$ cat src/rtl/mmio_bridge.sv
// M-stage system bridge: address decode, store steering, read mux, HW interrupts.
// Optional BRIDGE_HWINT_SYNC_EN adds 2-flop synchronizers on the interrupt inputs.
module mmio_bridge #(
  parameter logic [31:0] DM_HI  = 32'h0000_2FFF,
  parameter logic [31:0] IM_LO  = 32'h0000_3000,
  parameter logic [31:0] IM_HI  = 32'h0000_6FFF,
  parameter logic [31:0] TC0_LO = 32'h0000_7F00,
  parameter logic [31:0] TC1_LO = 32'h0000_7F10,
  parameter logic [31:0] IG_LO  = 32'h0000_7F20
) (
  input  logic        clk,
  input  logic        reset,
  input  logic [31:0] Addr_Bridge,
  input  logic [31:0] IM_Read,
  input  logic [31:0] DM_Read,
  input  logic [31:0] TC0_Read,
  input  logic [31:0] TC1_Read,
  input  logic [3:0]  cpu_m_data_byteen,
  input  logic        IRQ0,
  input  logic        IRQ1,
  input  logic        Interrupt,
  output logic        TC0_RegWrite,
  output logic        TC1_RegWrite,
  output logic [3:0]  bridge_m_data_byteen,
  output logic [5:0]  HWInt,
  output logic [31:0] Bridge_Read
);

  localparam logic [31:0] TC0_HI = TC0_LO + 32'd11;
  localparam logic [31:0] TC1_HI = TC1_LO + 32'd11;
  localparam logic [31:0] IG_HI  = IG_LO + 32'd3;

  typedef enum logic [2:0] {
    R_NONE, R_DM, R_IM, R_TC0, R_TC1, R_IG
  } region_e;

  region_e region_d;
  region_e rq_q;
  logic    store;

  always_comb begin
    region_d = R_NONE;
    unique case (1'b1)
      (Addr_Bridge <= DM_HI):
        region_d = R_DM;
      (Addr_Bridge >= IM_LO && Addr_Bridge <= IM_HI):
        region_d = R_IM;
      (Addr_Bridge >= TC0_LO && Addr_Bridge <= TC0_HI):
        region_d = R_TC0;
      (Addr_Bridge >= TC1_LO && Addr_Bridge <= TC1_HI):
        region_d = R_TC1;
      (Addr_Bridge >= IG_LO && Addr_Bridge <= IG_HI):
        region_d = R_IG;
      default: region_d = R_NONE;
    endcase
  end

  assign store        = |cpu_m_data_byteen;
  assign TC0_RegWrite = store && (region_d == R_TC0);
  assign TC1_RegWrite = store && (region_d == R_TC1);

  // Stores to IM or unmapped space are dropped here.
  assign bridge_m_data_byteen =
    (region_d == R_DM || region_d == R_IG) ? cpu_m_data_byteen : 4'b0000;

  always_ff @(posedge clk) begin
    if (!reset) rq_q <= R_NONE;
    else        rq_q <= region_d;
  end

  always_comb begin
    Bridge_Read = 32'h0;
    unique case (rq_q)
      R_DM:    Bridge_Read = DM_Read;
      R_IM:    Bridge_Read = IM_Read;
      R_TC0:   Bridge_Read = TC0_Read;
      R_TC1:   Bridge_Read = TC1_Read;
      default: Bridge_Read = 32'h0;
    endcase
  end

`ifdef BRIDGE_HWINT_SYNC_EN
  logic [2:0] sync1_q;
  logic [2:0] sync2_q;

  always_ff @(posedge clk) begin
    if (!reset) begin
      sync1_q <= 3'b000;
      sync2_q <= 3'b000;
    end else begin
      sync1_q <= {Interrupt, IRQ1, IRQ0};
      sync2_q <= sync1_q;
    end
  end

  assign HWInt = {3'b000, sync2_q};
`else
  assign HWInt = {3'b000, Interrupt, IRQ1, IRQ0};
`endif

endmodule

$ cat config.mk
export PLATFORM = sky130hd
export DESIGN_NAME = mmio_bridge
export DESIGN_NICKNAME = d
export VERILOG_FILES = /design/src/rtl/mmio_bridge.sv
export SDC_FILE = /design/constraint.sdc
export NUM_CORES = 1
export LEC_CHECK = 0
export CORE_AREA = 2 2 83 85
export CTS_BUF_LIST = sky130_fd_sc_hd__clkbuf_2 sky130_fd_sc_hd__clkbuf_4 sky130_fd_sc_hd__clkbuf_8
export CTS_CLUSTER_SIZE = 14
export DETAILED_ROUTE_END_ITERATION = 12
export DIE_AREA = 0 0 85 87
export DONT_BUFFER_PORTS = 1
export GPL_ROUTABILITY_DRIVEN = 0
export SYNTH_ARGS = -nofsm -noshare
export SYNTH_HDL_FRONTEND = slang
export SYNTH_SLANG_ARGS = --single-unit
export TNS_END_PERCENT = 20
$ cat constraint.sdc
create_clock -name clk -period 1.3 [get_ports clk]
set_clock_uncertainty 0.2 [all_clocks]
set_input_delay 0.195 -clock clk [delete_from_list [all_inputs] [get_ports clk]]
set_output_delay 0.195 -clock clk [all_outputs]
set_load 0.05 [all_outputs]
==> metrics <==
Max Cap Viol 0; Core Util, Final 33.0%; layout cells sized above 1 81.6%; status complete, but fails checks; clk buf depth 2; Critical Path Source Type flip-flop; Die W 85 µm; Synth async-reset ratio 0%; Final #Nets 349; total wire length 5770 µm; # fillers 653; crit path max fanout 14; ANT cells 0; dpl cell area 1530 µm²; final worst path period need 1.85 ns; Worst-path clk slew 0.03 ns; crit path kind flip-flop to output pin; most frequent cell after synthesis a22oi_1; synthesized area 1070 µm²; I/O pins 213; P&R area growth vs syn 103%; largest net degree at the start of global routing 21; # port buffers 0; Synth Instances 159; GR Util All Layers 11.8%; clock sink total 3; Min Hold Slack 0.00354 ns; GRT Residual Overflow 0; CTS tree done; Distinct cells, synth 28; most frequent cells after synthesis 64 x a22oi_1, 35 x nand2_1, 12 x buf_2, 6 x buf_4, 5 x nor4_1; vias in the first global route 1363; CTS buffer count 3; die area 7400 µm²; Max VDD drop 0.261 mV; cell area after layout 2170 µm²; Post-synth EDFFs 0; final setup margin -0.552 ns; Die Ht 87 µm; CTS root buf clkbuf_8; DRT antenna net count 0; Pwr Total 0.454 mW; initial antenna violation count 0; CTS H-tree lvls 1; Reg area 71.3 µm²; Period Utilization, post-route 142%; multi-input logic area 1490 µm²; top cells by area, synth a22oi_1 45%, nand2_1 12%, buf_2 5.6%, dfxtp_1 5.6%, nor3b_2 4.7%; Rows 30; sequential share of the synthesized area 5.61%; power per cell area 209 nW/µm²; max-slew violation count 0; Initial Util 16.3%; HP Start Addr_Bridge[15]; DR vias/cell 5.71; drt pass-1 iters 4; Worst setup EP type output pin; syn_area_per_cell 6.74 µm²; maximum clock rate 540 MHz; # setup viols final 38; DRT iter0 DRCs 25; Worst EP required 0.90 ns; cell taking the most area after synthesis a22oi_1; Largest Register rq_q; Top Registers rq_q: 3 flops; core area 6570 µm²; CP startpoint rq_q[2]; crit path DAT 1.46 ns; global-route wire length before repair 6820 µm; main flop type after synthesis dfxtp_1; wire per inst 22.3 µm; Detail Placement HPWL 4130 µm; unrepaired setup endpoints after global routing yes; Syn. warnings 0; failing checks negative setup slack; Via Count 1480; area share of the leading cell type in the synthesized netlist 44.9%; max FFs per register 3; static leakage 0.698 nW; Hold Crit Class primary input to flip-flop; Fin. Hold Viols 0; Synth Register Bits 3; Residual DRC 0
layout make-up:
cell class,count,area share [%]
Multi-Input combinational cell,139,68.5
Clock buffer,4,2.25
Sequential cell,3,3.29
Tap cell,80,4.61
Timing Repair Buffer,33,21.4
cells by family after synthesis:
family,after synthesis,synth area share (%)
other,1,0.350
buffers and inverters,19,10.2
AOI/OAI and AO/OA,71,50.9
and+or+nand+nor,65,32.9
DFF,3,5.61
critical path, stage by stage (launching register included):
cell and delay [ns]:
dfxtp_4 0.37, and3b_2 0.25, buf_8 0.17, a22oi_2 0.19, nand2_2 0.10, buf_12 0.15
stage by stage:
stage,cells,worst slack [ns],setup TNS (ns)
after floorplan,161,-0.386,-11.60
after global placement,246,-0.474,-16.71
after detailed placement,246,-0.474,-16.70
after CTS,254,-0.564,-19.09
after global routing,259,-0.604,-20.19
final,259,-0.552,-18.29
path summary, 6_finish.rpt:
check / to / slack [ns] / depth (start not counted)
max: Bridge_Read[10] / -0.55 / 5
min: rq_q[0] / 0.004 / 2
metal layers:
metal	GRT usage [%]	share of wire, %
met3	1.61	7.6
met2	23.5	57
met4	3.32	0.95
met5	0	0
met1	12.9	35
power by group:
part           switching, mW  internal (mW)
clock network         0.0594          0.230
logic                 0.0416         0.0370
registers        0.000000427         0.0865
cell usage in the layout, fill, tap and decap left out, types with 2 or more instances in the layout:
master,Yosys,routed
nand3_1,4,3
nand2_1,35,3
a22oi_2,1,54
nand2_2,1,15
buf_12,0,12
nor3b_4,0,4
buf_4,6,11
buf_6,0,5
nor4_4,0,3
clkbuf_16,0,2
a22oi_1,64,11
nand2_4,0,18
nor2_1,3,2
dfxtp_4,0,3
dlygate4sd3_1,0,2
and2_4,0,4
conb_1,1,3
clkbuf_8,0,3
repair_timing:
item / CTS / global route
endpoints found under the setup margin: 39 / 41
cloned: 0 / 3
hold buffers: 2 / 0
pin swaps: 23 / 45
buffers inserted: 2 / 2
endpoints found under the hold margin: 3 / 0
resized for setup: 39 / 63
Power figures use the tool's default switching activity.
